`src/rtl/jpeg_quant_pkg.sv`:
```
`default_nettype none
// +--------------------------------------------------------------------------+
// | jpeg_quant_pkg                                                           |
// | Lane geometry and the JPEG luminance quantizer / reciprocal tables.      |
// | Rev 1.0 - initial release                                                |
// +--------------------------------------------------------------------------+
package jpeg_quant_pkg;

  localparam int LANE_W    = 12;
  localparam int LANES     = 8;
  localparam int COL_IDX_W = 3;
  localparam int RECIP_W   = 13;
  localparam int FRAC_W    = 16;
  localparam int PROD_W    = LANE_W + RECIP_W;
  localparam int QMAG_W    = PROD_W - FRAC_W;

  localparam logic [COL_IDX_W-1:0] LAST_COL = 3'd7;

  typedef logic [RECIP_W-1:0] recip_t;
  typedef logic [6:0]         qstep_t;

  // Both tables are indexed [column][row].
  localparam qstep_t Q_TBL [LANES][LANES] = '{
    '{7'd16, 7'd12, 7'd14, 7'd14, 7'd18,  7'd24,  7'd49,  7'd72},
    '{7'd11, 7'd12, 7'd13, 7'd17, 7'd22,  7'd35,  7'd64,  7'd92},
    '{7'd10, 7'd14, 7'd16, 7'd22, 7'd37,  7'd55,  7'd78,  7'd95},
    '{7'd16, 7'd19, 7'd24, 7'd29, 7'd56,  7'd64,  7'd87,  7'd98},
    '{7'd24, 7'd26, 7'd40, 7'd51, 7'd68,  7'd81,  7'd103, 7'd112},
    '{7'd40, 7'd58, 7'd57, 7'd87, 7'd109, 7'd104, 7'd121, 7'd100},
    '{7'd51, 7'd60, 7'd69, 7'd80, 7'd103, 7'd113, 7'd120, 7'd103},
    '{7'd61, 7'd55, 7'd56, 7'd62, 7'd77,  7'd92,  7'd101, 7'd99}
  };

  // round(65536 / Q_TBL) for the same positions.
  localparam recip_t R_TBL [LANES][LANES] = '{
    '{13'd4096, 13'd5461, 13'd4681, 13'd4681, 13'd3641, 13'd2731, 13'd1337, 13'd910},
    '{13'd5958, 13'd5461, 13'd5041, 13'd3855, 13'd2979, 13'd1872, 13'd1024, 13'd712},
    '{13'd6554, 13'd4681, 13'd4096, 13'd2979, 13'd1771, 13'd1192, 13'd840,  13'd690},
    '{13'd4096, 13'd3449, 13'd2731, 13'd2260, 13'd1170, 13'd1024, 13'd753,  13'd669},
    '{13'd2731, 13'd2521, 13'd1638, 13'd1285, 13'd964,  13'd809,  13'd636,  13'd585},
    '{13'd1638, 13'd1130, 13'd1150, 13'd753,  13'd601,  13'd630,  13'd542,  13'd655},
    '{13'd1285, 13'd1092, 13'd950,  13'd819,  13'd636,  13'd580,  13'd546,  13'd636},
    '{13'd1074, 13'd1192, 13'd1170, 13'd1057, 13'd851,  13'd712,  13'd649,  13'd662}
  };

endpackage
`default_nettype wire

```
`src/rtl/quant_lane.sv`:
```
`default_nettype none
// +--------------------------------------------------------------------------+
// | quant_lane                                                               |
// | One coefficient lane: S1 |c|*R product, S2 bias/shift/sign restore.      |
// | QUANT_ROUND_EN: add half an LSB before the shift (else truncate).        |
// | Rev 1.0 - initial release                                                |
// +--------------------------------------------------------------------------+
module quant_lane
  import jpeg_quant_pkg::*;
(
  input  logic              clk_i,
  input  logic              rst_n_i,
  input  logic              s1_en_i,
  input  logic              s2_en_i,
  input  logic              s1_valid_i,
  input  logic [LANE_W-1:0] coef_i,
  input  recip_t            recip_i,
  output logic [LANE_W-1:0] quant_o
);

`ifdef QUANT_ROUND_EN
  localparam logic [PROD_W-1:0] ROUND_BIAS = PROD_W'(1) << (FRAC_W - 1);
`else
  localparam logic [PROD_W-1:0] ROUND_BIAS = '0;
`endif

  logic [LANE_W-1:0] w_mag;
  logic [PROD_W-1:0] w_prod;
  logic [QMAG_W-1:0] w_qmag;
  logic [FRAC_W-1:0] w_unused_frac;
  logic [LANE_W-1:0] w_qext;
  logic [LANE_W-1:0] w_result;

  logic              sign_q,  sign_d;
  logic [PROD_W-1:0] prod_q,  prod_d;
  logic [LANE_W-1:0] quant_q, quant_d;

  // -2048 maps to 12'h800, which is the correct unsigned magnitude.
  assign w_mag    = coef_i[LANE_W-1] ? (~coef_i + 1'b1) : coef_i;
  assign w_prod   = {{RECIP_W{1'b0}}, w_mag} * {{LANE_W{1'b0}}, recip_i};

  assign {w_qmag, w_unused_frac} = prod_q + ROUND_BIAS;
  assign w_qext   = {{(LANE_W - QMAG_W){1'b0}}, w_qmag};
  assign w_result = sign_q ? (~w_qext + 1'b1) : w_qext;

  always_comb begin
    sign_d  = s1_en_i ? coef_i[LANE_W-1] : sign_q;
    prod_d  = s1_en_i ? w_prod : prod_q;
    // An empty S2 slot carries zero so the output reads 0 while idle.
    quant_d = s2_en_i ? (s1_valid_i ? w_result : '0) : quant_q;
  end

  always_ff @(posedge clk_i or negedge rst_n_i) begin
    if (!rst_n_i) begin
      sign_q  <= 1'b0;
      prod_q  <= '0;
      quant_q <= '0;
    end else begin
      sign_q  <= sign_d;
      prod_q  <= prod_d;
      quant_q <= quant_d;
    end
  end

  assign quant_o = quant_q;

endmodule
`default_nettype wire

```
`src/rtl/quantizer_stage.sv`:
```
`default_nettype none
// +--------------------------------------------------------------------------+
// | quantizer_stage                                                          |
// | 8-lane JPEG column quantizer, 2-stage valid/ready pipeline.              |
// | QUANT_ROUND_EN selects round-half-away-from-zero instead of truncation.  |
// | Rev 1.0 - initial release                                                |
// +--------------------------------------------------------------------------+
module quantizer_stage
  import jpeg_quant_pkg::*;
(
  input  logic                    clk_in,
  input  logic                    rst_n_in,
  input  logic [LANES*LANE_W-1:0] column_in,
  input  logic                    valid_in,
  output logic                    ready_out,
  output logic [LANES*LANE_W-1:0] column_out,
  output logic                    valid_out,
  input  logic                    ready_in,
  output logic [COL_IDX_W-1:0]    col_idx_out,
  output logic                    block_done_out
);

  logic w_s1_en;
  logic w_s2_en;
  logic w_accept;

  logic [COL_IDX_W-1:0] col_cnt_q,  col_cnt_d;
  logic                 s1_valid_q, s1_valid_d;
  logic [COL_IDX_W-1:0] s1_idx_q,   s1_idx_d;
  logic                 s2_valid_q, s2_valid_d;
  logic [COL_IDX_W-1:0] s2_idx_q,   s2_idx_d;
  logic                 s2_done_q,  s2_done_d;

  // A stage loads when it is empty or its content moves on this cycle.
  assign w_s2_en   = !s2_valid_q || ready_in;
  assign w_s1_en   = !s1_valid_q || w_s2_en;
  assign w_accept  = valid_in && w_s1_en;
  assign ready_out = w_s1_en;

  always_comb begin
    col_cnt_d  = w_accept ? col_cnt_q + 1'b1 : col_cnt_q;
    s1_valid_d = w_s1_en ? valid_in : s1_valid_q;
    s1_idx_d   = w_s1_en ? col_cnt_q : s1_idx_q;
    s2_valid_d = w_s2_en ? s1_valid_q : s2_valid_q;
    s2_idx_d   = w_s2_en ? (s1_valid_q ? s1_idx_q : '0) : s2_idx_q;
    s2_done_d  = w_s2_en ? (s1_valid_q && (s1_idx_q == LAST_COL)) : s2_done_q;
  end

  always_ff @(posedge clk_in or negedge rst_n_in) begin
    if (!rst_n_in) begin
      col_cnt_q  <= '0;
      s1_valid_q <= 1'b0;
      s1_idx_q   <= '0;
      s2_valid_q <= 1'b0;
      s2_idx_q   <= '0;
      s2_done_q  <= 1'b0;
    end else begin
      col_cnt_q  <= col_cnt_d;
      s1_valid_q <= s1_valid_d;
      s1_idx_q   <= s1_idx_d;
      s2_valid_q <= s2_valid_d;
      s2_idx_q   <= s2_idx_d;
      s2_done_q  <= s2_done_d;
    end
  end

  for (genvar g = 0; g < LANES; g++) begin : g_lane
    quant_lane u_lane (
      .clk_i      (clk_in),
      .rst_n_i    (rst_n_in),
      .s1_en_i    (w_s1_en),
      .s2_en_i    (w_s2_en),
      .s1_valid_i (s1_valid_q),
      .coef_i     (column_in[g*LANE_W +: LANE_W]),
      .recip_i    (R_TBL[col_cnt_q][g]),
      .quant_o    (column_out[g*LANE_W +: LANE_W])
    );
  end

  assign valid_out      = s2_valid_q;
  assign col_idx_out    = s2_idx_q;
  assign block_done_out = s2_done_q;

endmodule
`default_nettype wire

```
`config.mk`:
```
export PLATFORM = sky130hd
export DESIGN_NAME = quantizer_stage
export DESIGN_NICKNAME = d
export VERILOG_FILES = /design/src/rtl/jpeg_quant_pkg.sv /design/src/rtl/quant_lane.sv /design/src/rtl/quantizer_stage.sv
export SDC_FILE = /design/constraint.sdc
export NUM_CORES = 2
export LEC_CHECK = 0
export BUFFER_PORTS_ARGS = -buffer_cell sky130_fd_sc_hd__buf_2
export CORE_MARGIN = 2
export CORE_UTILIZATION = 36
export DETAILED_ROUTE_END_ITERATION = 7
export GPL_ROUTABILITY_DRIVEN = 0
export HOLD_SLACK_MARGIN = 0.08
export PLACE_DENSITY = 0.48
export REMOVE_ABC_BUFFERS = 1
export SKIP_CTS_REPAIR_TIMING = 1
export SLEW_MARGIN = 15
export SYNTH_ARGS = -nofsm -noshare
export SYNTH_HDL_FRONTEND = slang
export SYNTH_HIERARCHICAL = 1
export SYNTH_SLANG_ARGS = --single-unit
export TNS_END_PERCENT = 10
```
`constraint.sdc`:
```
create_clock -name clk_in -period 18.15 [get_ports clk_in]
set_input_delay 0 -clock clk_in [delete_from_list [all_inputs] [get_ports clk_in]]
set_output_delay 0 -clock clk_in [all_outputs]
set_load 0.02 [all_outputs]
```
# After elaboration in Yosys (flattened, before gate mapping)
# Memories as Yosys holds them, arrays and structs flattened.
# Cells that the tools add are included.
# classes
addsub	17
n_mul	8
div	0
n_lt_le_gt_ge	1
eq_ne	1
shifts	0
muxes	27
bitwise	17
reduce_logical	6
# op_table
cell	n
two-way mux 12 bit	24
two-way mux 104 bit	2
multiplier 12 x 13 -> 25 bit	8
adder 12 x 1 -> 12 bit, second input constant	16
NOT 12 bit	8
NOT 9 -> 12 bit	8
>= comparator 4 bit, second input constant	1
NOT 3 -> 4 bit	1
adder 3 x 1 -> 3 bit, second input constant	1
== test 3 bit, second input constant	1
two-way mux 3 bit	1
logical AND 1 bit	2
zero test 1 bit	2
logical OR 1 bit	2
# word_totals
ff_bits	316
latch_bits	0
ram_bits	0
mem_bits_ro	832
in_bits	100
out_inout_bits	102
wordCells	108
memories	1
# memory_table
memory	depth	word_bits	read_ports	rd_clocked_by_memory_dff	wr	line_no	rtl
(no name shown)	8	104	1	0	0	quantizer_stage.sv:75	.recip_i (R_TBL[col_cnt_q][g]),

# Logic depth before layout (Yosys ltp)
# depth
depth_word	5
mapped_depth	27
ltp_nobuf	23

# Cells and area by module
# Netlist, hierarchy kept.
# modules_own_cells
module	instances	cells_per_inst	area_per_inst_um2	seq_area_each_um2
quant_lane at g_lane[3].u_lane ...	3	706	6120.9	550.5
quant_lane at g_lane[1].u_lane ...	2	709	6115.9	550.5
quant_lane at g_lane[0].u_lane	1	708	6164.7	550.5
quant_lane at g_lane[7].u_lane	1	716	6098.3	550.5
quant_lane at g_lane[6].u_lane	1	709	6034.5	550.5
quantizer_stage	1	162	1164.9	300.3

# Worst setup path after synthesis
# OpenSTA, ideal clock, no wires.
# synth_path
kind	register to register
start	reg col_cnt_q[1]
end	reg g_lane[0].u_lane.prod_q[24]
setup_ns	0.087
t_arrival_ns	6.367
required_ns	18.063
slack_ns	11.696
path_stages_with_launch	24
path_buffers	2
period_less_slack_ns	6.454
cell_sequence	dfrtp_1 buf_2 inv_1 ha_1 nor2b_1 nand2b_1 clkbuf_1 nor2b_1 fa_1 inv_1 fa_1 fa_1 inv_1 fa_1 inv_1 fa_1 inv_1 ha_1 a21oi_4 o211ai_2 a2111oi_2 a21oi_1 or4_1 o211ai_1
# synth_between
elab_chain_cells	5
# synth_rtl
item	line_no	rtl
start, declared	quantizer_stage.sv:27	logic [COL_IDX_W-1:0] col_cnt_q, col_cnt_d;
start signal, assigned	quantizer_stage.sv:58	col_cnt_q <= col_cnt_d;
NOT 3 -> 4 bit (not written as such)	quantizer_stage.sv:75	
memory read (8 x 104 bit)	--	
two-way mux 104 bit (2 in a row)	--	
multiplier 12 x 13 -> 25 bit	quant_lane.sv:40	assign w_prod = {{RECIP_W{1'b0}}, w_mag} * {{LANE_W{1'b0}}, recip_i};
end signal, assigned	quant_lane.sv:60	prod_q <= prod_d;
end, declared	quant_lane.sv:35	logic [PROD_W-1:0] prod_q, prod_d;
# Every way passes these cells. The select of a mux whose other input is x is not followed.
# A chain may end at the register's enable or synchronous reset.

# Worst setup path after layout
# layout_path
start	reg col_cnt_q[0]
end	reg g_lane[6].u_lane.prod_q[20]
# layout_between
elab_chain_cells	5
# layout_rtl
item	line_no
NOT 3 -> 4 bit (not written as such)	quantizer_stage.sv:75
memory read (8 x 104 bit)	--
two-way mux 104 bit	--
two-way mux 104 bit (not written as such)	quantizer_stage.sv:75
multiplier 12 x 13 -> 25 bit	quant_lane.sv:40
end signal, assigned	quant_lane.sv:60
end, declared	quant_lane.sv:35
# Every way passes these cells. The select of a mux whose other input is x is not followed.

==> reports/summary.txt <==
FP Rows -> 136
async set-reset flop share out of synthesis -> 100%
Root Driver -> clkbuf_16
final setup vio count -> 0
setup TNS -> 0 ns
RSZ-0062 raised after global routing -> false
Port-buffer cells -> 201
Hold Violations, Final -> 0
CP required -> 18.59 ns
clk buf depth -> 2
highest clock rate -> 0.125 GHz
crit path launch type -> register
Ys Warns -> 6
skew final -> 0.0368 ns
share of layout cells above drive strength 1 -> 7.67%
largest area contributor in the synthesized netlist -> fa_1
CTS tree -> built
vias in the first global route -> 41000
initial antenna violation count -> 5
H-tree depth -> 4
synth top area cells -> fa_1 35%, ha_1 12%, inv_1 9.5%
Max Slew Vio Count -> 0
Crit. End Element -> register
Area growth syn-to-layout -> 7.94%
utilization after layout -> 39.2%
top_reg_cell synth -> dfrtp_1
final-stage net count -> 7393
status -> completed
final wirelength -> 137 mm
clock sinks -> 188
Fillers -> 14100
Hold Path Class -> primary input to async pin
critical path peak fanout -> 16
Starting Density -> 36.4%
Synth Cell Area -> 50100 um2
Final Cycle Share -> 44.2%
clock latency on the worst-skew pair -> 0.58 ns
1st-iter DRT viols -> 1785
max_cap viols -> 0
Total GRT Usage -> 20.0%
top cell type's share of synthesized area -> 34.9%
core area -> 138000 um2
syn_area_per_cell -> 8.58 um2
Die Y -> 377 um
total CTS buffers -> 17
DR pass1 iterations -> 5
post-synthesis sequential area ratio -> 9.40%
die width -> 377 um
first-pass GRT wire length -> 225 mm
Wirelength per Cell -> 17.7 um
WP data arrival -> 8.47 ns
largest net degree at the start of global routing -> 81
pre-CTS setup slack -> 10.28 ns
antenna viol nets, final -> 0
I/O Pins -> 202
total gr overflow -> 0
worst setup path category -> register to register
die area -> 142000 um2
vias per cell -> 4.92
post-DP HPWL -> 108 mm
post-synthesis cell count -> 5831
fin worst setup slack -> 10.12 ns
Reg clk slew, reported paths -> 0.10 ns
total number of vias -> 38100
Worst-Margin Slew -> 1.20 ns
DRC -> 0
number of flops mapped to enable cells by yosys -> 0
Synth cell types -> 97
Final min period -> 8.03 ns
#FFs+latches synth -> 188
slew margin rel. -> 19.7%
==> final cells by class <==
| type | count | area [um2] | share of cell area (%) |
|---|---|---|---|
| sequential | 188 | 4710 | 8.71 |
| timing repair buffer | 323 | 1960 | 3.63 |
| tap | 1794 | 2240 | 4.15 |
| antenna | 3 | 7.51 | 0.0139 |
| clock inverter | 13 | 138 | 0.255 |
| inverter | 1271 | 4780 | 8.84 |
| clock buffer | 19 | 443 | 0.820 |
| multi-input combinational | 4122 | 39800 | 73.6 |
==> cells by family (layout without fill, tap and decap cells) <==
group	count (synthesis)	after routing	share of synthesized area, %
AOI/OAI and AO/OA	587	587	8.16
xor gates and xnor gates	167	167	2.92
adders and majority gates	1370	1370	47.3
buffers and inverters	1543	1626	11.8
DFF	188	188	9.40
muxes	61	61	1.35
other	2	27	0.0150
and+or+nand+nor	1913	1913	19.1
==> per-layer routing <==
metal | GRT usage [%] | wire length (um)
met1 | 26.3 | 61800
met2 | 34.4 | 67000
met3 | 2.75 | 5110
met4 | 5.36 | 2840
met5 | 0 | 7
==> cell usage after synthesis (all sizes together) (31+ instances only) <==
library cell / count
nor3: 32
or3: 31
a21o: 69
nor2b: 252
o31ai: 47
nand4: 38
xnor2: 76
clkbuf: 237
ha: 498
nand2b: 106
o21ai: 94
xor2: 91
inv: 1268
o2bb2ai: 56
dfrtp: 188
and2: 227
nand3: 88
a21oi: 140
mux2i: 33
buf: 35
nand2: 917
fa: 872
nor2: 106
==> cell usage in the layout, fill, tap and decap left out, types with 20 or more instances in the layout <==
cell | synthesis | final
nand3_1 | 88 | 88
and2_1 | 224 | 224
buf_2 | 25 | 200
xnor2_1 | 76 | 65
mux2i_1 | 33 | 33
a21oi_1 | 136 | 132
a31oi_1 | 23 | 23
o22ai_1 | 22 | 22
nand4_1 | 36 | 36
xor2_1 | 91 | 85
o31ai_1 | 44 | 44
dfrtp_1 | 188 | 186
and3_1 | 23 | 23
nand2_1 | 915 | 915
conb_1 | 2 | 24
buf_4 | 0 | 111
o21ai_0 | 84 | 80
nor2_1 | 106 | 102
or3_1 | 25 | 25
nor2b_1 | 252 | 252
nor3_1 | 27 | 27
o2bb2ai_1 | 56 | 56
nand2b_1 | 106 | 106
inv_1 | 1268 | 1266
a21o_1 | 69 | 69
fa_1 | 872 | 872
ha_1 | 498 | 498
mux2_2 | 20 | 20
==> flip-flops by register name (all words and copies together), names as in the netlist <==
signal,cells
block_done_out,1
s1_idx_q,3
g_lane.u_lane/sign_q,8
s1_valid_q,1
g_lane.u_lane/prod_q,72
col_idx_out,3
valid_out,1
g_lane.u_lane/quant_o,96
col_cnt_q,3
==> worst max-delay path: stages, from the launching register on <==
cell,delay (ns)
dfrtp_1,0.69
inv_1,0.30
ha_1,0.54
o21bai_1,0.72
nand2_1,0.53
nor2b_1,0.30
fa_1,0.42
inv_1,0.08
fa_1,0.43
fa_1,0.56
inv_1,0.06
fa_1,0.48
inv_1,0.05
fa_1,0.50
inv_1,0.06
ha_1,0.33
nand2_1,0.07
o21a_1,0.18
nor3_1,0.62
nor3_1,0.19
o2111a_1,0.28
or4_1,0.50
==> through the flow <==
step	area, um2	hold slack [ns]	std cells
2_1_floorplan	49000	-0.296	5581
3_3_place_gp	53300	0.0627	7687
3_5_place_dp	53300	0.0621	7687
4_1_cts	53900	-0.558	7719
5_1_grt	54000	0.0884	7732
6_report	54000	0.0366	7733
==> worst paths after layout <==
kind | start | to | slack [ns] | depth (start not counted)
max in group asynchronous | rst_n_in | g_lane[6].u_lane/prod_q[18]$_DFFE_PN0P_ | 16.66 | 3
min in group clk_in | valid_in | col_cnt_q[2]$_DFFE_PN0P_ | 0.36 | 4
max reg2reg | col_cnt_q[0]$_DFFE_PN0P_ | g_lane[6].u_lane/prod_q[20]$_DFFE_PN0P_ | 10.12 | 21
min | rst_n_in | g_lane[0].u_lane/quant_o[10]$_DFFE_PN0P_ | 0.04 | 2
max | col_cnt_q[0]$_DFFE_PN0P_ | g_lane[6].u_lane/prod_q[20]$_DFFE_PN0P_ | 10.12 | 21
min reg2reg | g_lane[0].u_lane/quant_o[11]$_DFFE_PN0P_ | g_lane[0].u_lane/quant_o[11]$_DFFE_PN0P_ | 0.48 | 1
Power is left out: the tool's default activity adds up to more than one toggle a clock period on the data nets, which glitch-free logic cannot reach.
